`src/rtl/des_key_scheduler_if.sv`:
```
// Handshake/bus bundle between the encipher controller (master) and the DES key scheduler (slave).
// The des_decrypt signal exists only when DES_DECIPHER_EN is defined.
interface des_key_scheduler_if;
    logic        encipher_process;
    logic [63:0] des_key;
`ifdef DES_DECIPHER_EN
    logic        des_decrypt;
`endif
    logic        rkey_sel;
    logic [47:0] round_key;
    logic        round_key_valid;
    logic [3:0]  round_num;
    logic        key_done;

`ifdef DES_DECIPHER_EN
    modport master (output encipher_process, des_key, des_decrypt,
                    input  rkey_sel, round_key, round_key_valid, round_num, key_done);
    modport slave  (input  encipher_process, des_key, des_decrypt,
                    output rkey_sel, round_key, round_key_valid, round_num, key_done);
`else
    modport master (output encipher_process, des_key,
                    input  rkey_sel, round_key, round_key_valid, round_num, key_done);
    modport slave  (input  encipher_process, des_key,
                    output rkey_sel, round_key, round_key_valid, round_num, key_done);
`endif
endinterface

```
`src/rtl/des_key_scheduler.sv`:
```
// DES subkey generator: PC-1 at start, per-round C/D rotation, PC-2, one subkey per clock.
// Optional DES_DECIPHER_EN adds des_decrypt to issue subkeys in reverse (K16 first) order.
module des_key_scheduler (
    input  logic clk,
    input  logic rst,
    des_key_scheduler_if.slave kif
);
    localparam int PC1_TBL [56] = '{
        57, 49, 41, 33, 25, 17,  9,  1, 58, 50, 42, 34, 26, 18,
        10,  2, 59, 51, 43, 35, 27, 19, 11,  3, 60, 52, 44, 36,
        63, 55, 47, 39, 31, 23, 15,  7, 62, 54, 46, 38, 30, 22,
        14,  6, 61, 53, 45, 37, 29, 21, 13,  5, 28, 20, 12,  4};

    localparam int PC2_TBL [48] = '{
        14, 17, 11, 24,  1,  5,  3, 28, 15,  6, 21, 10,
        23, 19, 12,  4, 26,  8, 16,  7, 27, 20, 13,  2,
        41, 52, 31, 37, 47, 55, 30, 40, 51, 45, 33, 48,
        44, 49, 39, 56, 34, 53, 46, 42, 50, 36, 29, 32};

    typedef enum logic {IDLE, RUN} state_t;

    // Table bit n is 1-based from the MSB, so bit n of a W-bit vector is index W-n.
    function automatic logic [55:0] pc1(input logic [63:0] k);
        logic [55:0] r;
        for (int i = 0; i < 56; i++) r[55-i] = k[64-PC1_TBL[i]];
        return r;
    endfunction

    function automatic logic [47:0] pc2(input logic [27:0] c, input logic [27:0] d);
        logic [55:0] cd;
        logic [47:0] r;
        cd = {c, d};
        for (int i = 0; i < 48; i++) r[47-i] = cd[56-PC2_TBL[i]];
        return r;
    endfunction

    function automatic logic two_shift(input logic [3:0] r);
        return !(r == 4'd0 || r == 4'd1 || r == 4'd8 || r == 4'd15);
    endfunction

    function automatic logic [27:0] rotl(input logic [27:0] x, input logic two);
        return two ? {x[25:0], x[27:26]} : {x[26:0], x[27]};
    endfunction

`ifdef DES_DECIPHER_EN
    function automatic logic [27:0] rotr(input logic [27:0] x, input logic two);
        return two ? {x[1:0], x[27:2]} : {x[0], x[27:1]};
    endfunction
`endif

    state_t      state;
    logic        proc_d;
    logic        armed;
    logic [27:0] c_q, d_q;
    logic        rkey_sel_q, valid_q, key_done_q;
    logic [47:0] round_key_q;
    logic [3:0]  round_num_q;
`ifdef DES_DECIPHER_EN
    logic        dec_q;
`endif

    logic [55:0] cd0;
    logic [27:0] c_n, d_n;
    logic [3:0]  r_next;
    logic        start;

    assign cd0    = pc1(kif.des_key);
    assign r_next = round_num_q + 4'd1;
    // armed blocks a spurious start when encipher_process is still high as reset releases.
    assign start  = (state == IDLE) && kif.encipher_process && !proc_d && armed;

    always_comb begin
        c_n = c_q;
        d_n = d_q;
        if (state == IDLE) begin
`ifdef DES_DECIPHER_EN
            // Total rotation over 16 rounds is 28, so C0/D0 already yields K16.
            if (kif.des_decrypt) begin
                c_n = cd0[55:28];
                d_n = cd0[27:0];
            end else begin
                c_n = rotl(cd0[55:28], 1'b0);
                d_n = rotl(cd0[27:0], 1'b0);
            end
`else
            c_n = rotl(cd0[55:28], 1'b0);
            d_n = rotl(cd0[27:0], 1'b0);
`endif
        end else begin
`ifdef DES_DECIPHER_EN
            if (dec_q) begin
                c_n = rotr(c_q, two_shift(4'd15 - round_num_q));
                d_n = rotr(d_q, two_shift(4'd15 - round_num_q));
            end else begin
                c_n = rotl(c_q, two_shift(r_next));
                d_n = rotl(d_q, two_shift(r_next));
            end
`else
            c_n = rotl(c_q, two_shift(r_next));
            d_n = rotl(d_q, two_shift(r_next));
`endif
        end
    end

    always_ff @(posedge clk) begin
        if (rst) begin
            state       <= IDLE;
            proc_d      <= 1'b0;
            armed       <= 1'b0;
            c_q         <= '0;
            d_q         <= '0;
            rkey_sel_q  <= 1'b0;
            valid_q     <= 1'b0;
            key_done_q  <= 1'b0;
            round_key_q <= '0;
            round_num_q <= '0;
`ifdef DES_DECIPHER_EN
            dec_q       <= 1'b0;
`endif
        end else begin
            proc_d     <= kif.encipher_process;
            key_done_q <= 1'b0;
            if (!kif.encipher_process) armed <= 1'b1;
            case (state)
                IDLE: if (start) begin
                    c_q         <= c_n;
                    d_q         <= d_n;
                    round_key_q <= pc2(c_n, d_n);
                    round_num_q <= 4'd0;
                    valid_q     <= 1'b1;
                    rkey_sel_q  <= 1'b1;
                    state       <= RUN;
`ifdef DES_DECIPHER_EN
                    dec_q       <= kif.des_decrypt;
`endif
                end
                RUN: if (round_num_q == 4'd15) begin
                    valid_q    <= 1'b0;
                    rkey_sel_q <= 1'b0;
                    key_done_q <= 1'b1;
                    state      <= IDLE;
                end else if (!kif.encipher_process) begin
                    valid_q    <= 1'b0;
                    rkey_sel_q <= 1'b0;
                    state      <= IDLE;
                end else begin
                    round_num_q <= r_next;
                    c_q         <= c_n;
                    d_q         <= d_n;
                    round_key_q <= pc2(c_n, d_n);
                end
                default: state <= IDLE;
            endcase
        end
    end

    assign kif.rkey_sel        = rkey_sel_q;
    assign kif.round_key       = round_key_q;
    assign kif.round_key_valid = valid_q;
    assign kif.round_num       = round_num_q;
    assign kif.key_done        = key_done_q;
endmodule

```
`src/flat_wrapper.sv`:
```
// flat-port wrapper written by rule: the top's interface ports become plain ports
module des_key_scheduler_flat 
  (clk, rst, kif_encipher_process, kif_des_key, kif_rkey_sel, kif_round_key, kif_round_key_valid, kif_round_num, kif_key_done);
  des_key_scheduler_if kif_i ();
  input  logic clk;
  input  logic rst;
  input wire logic [$bits(kif_i.encipher_process)-1:0] kif_encipher_process;
  input wire logic [$bits(kif_i.des_key)-1:0] kif_des_key;
  output wire logic [$bits(kif_i.rkey_sel)-1:0] kif_rkey_sel;
  output wire logic [$bits(kif_i.round_key)-1:0] kif_round_key;
  output wire logic [$bits(kif_i.round_key_valid)-1:0] kif_round_key_valid;
  output wire logic [$bits(kif_i.round_num)-1:0] kif_round_num;
  output wire logic [$bits(kif_i.key_done)-1:0] kif_key_done;
  assign kif_i.encipher_process = kif_encipher_process;
  assign kif_i.des_key = kif_des_key;
  assign kif_rkey_sel = kif_i.rkey_sel;
  assign kif_round_key = kif_i.round_key;
  assign kif_round_key_valid = kif_i.round_key_valid;
  assign kif_round_num = kif_i.round_num;
  assign kif_key_done = kif_i.key_done;
  des_key_scheduler u_core (.clk(clk), .rst(rst), .kif(kif_i));
endmodule
```
`config.mk`:
```
export PLATFORM = sky130hd
export DESIGN_NAME = des_key_scheduler_flat
export DESIGN_NICKNAME = d
export VERILOG_FILES = /design/src/rtl/des_key_scheduler_if.sv /design/src/rtl/des_key_scheduler.sv /design/src/flat_wrapper.sv
export SDC_FILE = /design/constraint.sdc
export NUM_CORES = 1
export LEC_CHECK = 0
export CAP_MARGIN = 25
export CORE_UTILIZATION = 50
export DETAILED_ROUTE_END_ITERATION = 6
export GPL_TIMING_DRIVEN = 0
export HOLD_SLACK_MARGIN = 0.03
export PLACE_DENSITY = 0.85
export SLEW_MARGIN = 10
export SYNTH_ARGS = -nofsm -noshare
export SYNTH_HDL_FRONTEND = slang
export SYNTH_SLANG_ARGS = --single-unit
```
`constraint.sdc`:
```
create_clock -name clk -period 5.5 [get_ports clk]
set_input_delay 0.55 -clock clk [delete_from_list [all_inputs] [get_ports clk]]
set_output_delay 0.55 -clock clk [all_outputs]
set_load 0.005 [all_outputs]
```
==> impl_metrics.toml <==
[status]
outcome = "completed"

[timing]
final-hold-violation-count = 0
min_period_over_period_pct = 44.5
fin_setup_tns_ps = 0
fmax_mhz = 408
rsz0062_at_grt = "false"
fin_hold_ws_ps = 452
tightest_slew_ps = 911
finClkSkew_ps = 7.72
fin_crit_ps = 2450
setup_viol = 0
maxSlewHeadroom_pct = 39.3
slew_viol_final = 0

[die]
initial_core_util_pct = 52.1
die-area_um2 = 9020
rows = 33
die_x_um = 95.0
core_um2 = 8300
io_pins = 122
dieHeight_um = 95.0

[cells_and_area]
drive_gt1_share_pct = 23.2
insertedDiodeCount = 0
final_cell_mix = "112 x clkdlybuf4s50_1, 65 x dfxtp_1, 59 x o21ai_0, 56 x nor2_1, 54 x nand4_1"
final_util_pct = 69.5
final_nets = 694
stdcell_area_um2 = 5770
area_growth_pct = 33.5
mostFrequentLayoutCell = "clkdlybuf4s50_1"

[logic_synthesis]
ys_types = 36
ys_seq_area_share_pct = 30.1
avgSynthCellArea_um2 = 8.63
syn_nets = 571
syn-cell-area_um2 = 4320
yosysWarnings = 0
synthCells = 501
synth-seq-cells = 65

[worst_hold_path]
hp-start = "u_core.armed"
whs_path_depth = 2
worstHoldEndpoint = "u_core.armed"
hold_path_class = "register to register"

[power]
pwr-share-comb_pct = 22.8
sequentialPowerShare_pct = 43.7
p_clk_share_pct = 33.5
power_switching_w = 0.000367
p_leak_nw = 1.91
p_sw_share_pct = 29.1
power_w = 0.00126
power_density_nw_per_um2 = 219
peakVddDrop_mv = 0.136
internal_power_w = 0.000897

[cts]
postCtsSetupBuffers = 0
cts-htree-levels = 3
clk_latency_ps = 360
cts_buffers = 9
clockBufferDepth = 2
root_buffer = "clkbuf_8"
path_clk_slew_ps = 70
cts_resized = 0
cts_hold_buf = 0
tritoncts = "yes"
cts_sinks = 65

[critical_path]
rr_endpoint = "u_core.kif.round_key[2]"
r2r_setup_slack_ps = 3050
crit_required_ps = 5770
critPathLaunchType = "register"
reg2reg_from = "u_core.kif.round_num[1]"
rr_worst_depth = 7
path_depth = 7
cp_max_fo = 10
cp_top_family = "buffers and inverters"
slowest_delay_ps = 440
path_class = "register to register"
endpoint_kind = "register"
path_cells = "ha_1 > nand3_1 > nand2_1 > clkbuf_2 > clkbuf_1 > o21ai_0 > a311oi_2"
cp_data_arrival_time_ps = 2720
crit_slowest_cell = "dfxtp_1"
worst-path-buf-inv = 2

[detailed_routing]
vias = 4852
wl_per_cell_um = 21.5
first_iter_violations = 644
avgViaCountPerCell = 6.62
firstDrtPassIters = 7
drc = 0
wirelength_um = 15700
final_antenna_net_count = 0

[global_routing]
grt_pass1_wl_um = 24200
track_usage_pct = 36.0
grt_overflow = 0
antenna_found_initial = 0
grt_start_max_net_pins = 11
grt_pass1_vias = 4640

[placed_design]
place.port_buffers = 112
post_dp_cell_area_um2 = 5580
place_congestion = 0.945
dp_hpwl_um = 11100

[run]
cap_violations = 0
==> cell usage after synthesis (all sizes together) <==
library cell   n  share of area [%]
a31oi          2               0.29
o211a          1               0.23
buf           81                 13
a221oi         1               0.20
o211ai        55                 11
or4b           1               0.32
nand2          4               0.35
nor3           2               0.23
nand3b         2               0.35
and2           2               0.29
nand3          4               0.46
clkbuf        30                2.6
nor2          56                4.9
nand4bb        1               0.26
a21oi          7               0.81
a311oi        54                 16
ha             3               0.87
nor2b          3               0.43
and3           4               0.69
dfxtp         65                 30
nand4         54                7.8
inv            5               0.43
mux2           1               0.26
mux2i          1               0.23
a21boi         1               0.17
o21ai         59                6.8
o221ai         2               0.41
==> worst reg2reg max path, stage by stage (launching register included) <==
cell	delay, ps
dfxtp_1	440
ha_1	330
nand3_1	200
nand2_1	150
clkbuf_2	300
clkbuf_1	390
o21ai_0	250
a311oi_2	300
==> cells by family (layout without fill, tap and decap cells) <==
logic type	count (synthesis)	count (layout)	share of synthesized area [%]
flops	65	65	30.1
mux	2	2	0.492
buf+inv	116	243	16.4
fa+ha+maj	3	3	0.868
compound gates	182	182	36.1
simple gates	133	133	16.1
==> worst max-delay path by stage <==
stage	slack (ps)	start	to
after floorplan	3600	u_core.kif.round_num[0]	u_core.c_q[10]
after global placement	2770	kif_encipher_process	u_core.kif.round_key[8]
after detailed placement	2740	kif_encipher_process	u_core.kif.round_key[8]
after CTS	3110	kif_encipher_process	u_core.kif.round_key[8]
after global routing	2910	kif_encipher_process	u_core.kif.round_key[8]
final	3050	u_core.kif.round_num[1]	u_core.kif.round_key[2]
==> per-stage QoR <==
stage / setup slack [ps] / cells
floorplan: 3600 / 501
global placement: 2770 / 718
detailed placement: 2740 / 718
CTS: 3110 / 733
global route: 2910 / 733
finish: 3050 / 733
==> final cells by class <==
type | instances | area, µm²
clock buffers | 12 | 155
multi-input cells | 320 | 2310
repair buffers | 112 | 1120
flip-flops and latches | 65 | 1300
well taps | 105 | 131
clock inverters | 3 | 40.0
plain buffers | 111 | 689
inverters | 5 | 18.8
fillers | 683 | 2530
==> per-layer routing <==
metal	part of all wire (%)	vias up	global-route usage, %	routed length (µm)
met1	40	2235	48.4	6230
li1	-	2135	-	-
met2	44	411	54.7	6970
met4	3.6	0	16.7	568
met5	0	-	0	0
met3	13	71	7.73	1980
==> power by group through the flow <==
stage / Sequential, W / Combinational [W] / Clock, W
floorplan: 0.000539 / 0.000155 / 0
global placement: 0.000558 / 0.000277 / 0
detailed placement: 0.000559 / 0.000283 / 0
CTS: 0.000548 / 0.000285 / 0.000417
global route: 0.000554 / 0.000307 / 0.000437
finish: 0.000552 / 0.000288 / 0.000424
==> registers in the layout (all words and copies together), names as in the netlist <==
signal,flops
u_core.state,1
u_core.kif.round_num,4
u_core.kif.round_key,47
u_core.armed,1
u_core.kif.rkey_sel,1
u_core.kif.key_done,1
u_core.c_q,5
u_core.d_q,4
u_core.proc_d,1
(Power assumes the default switching activity.)
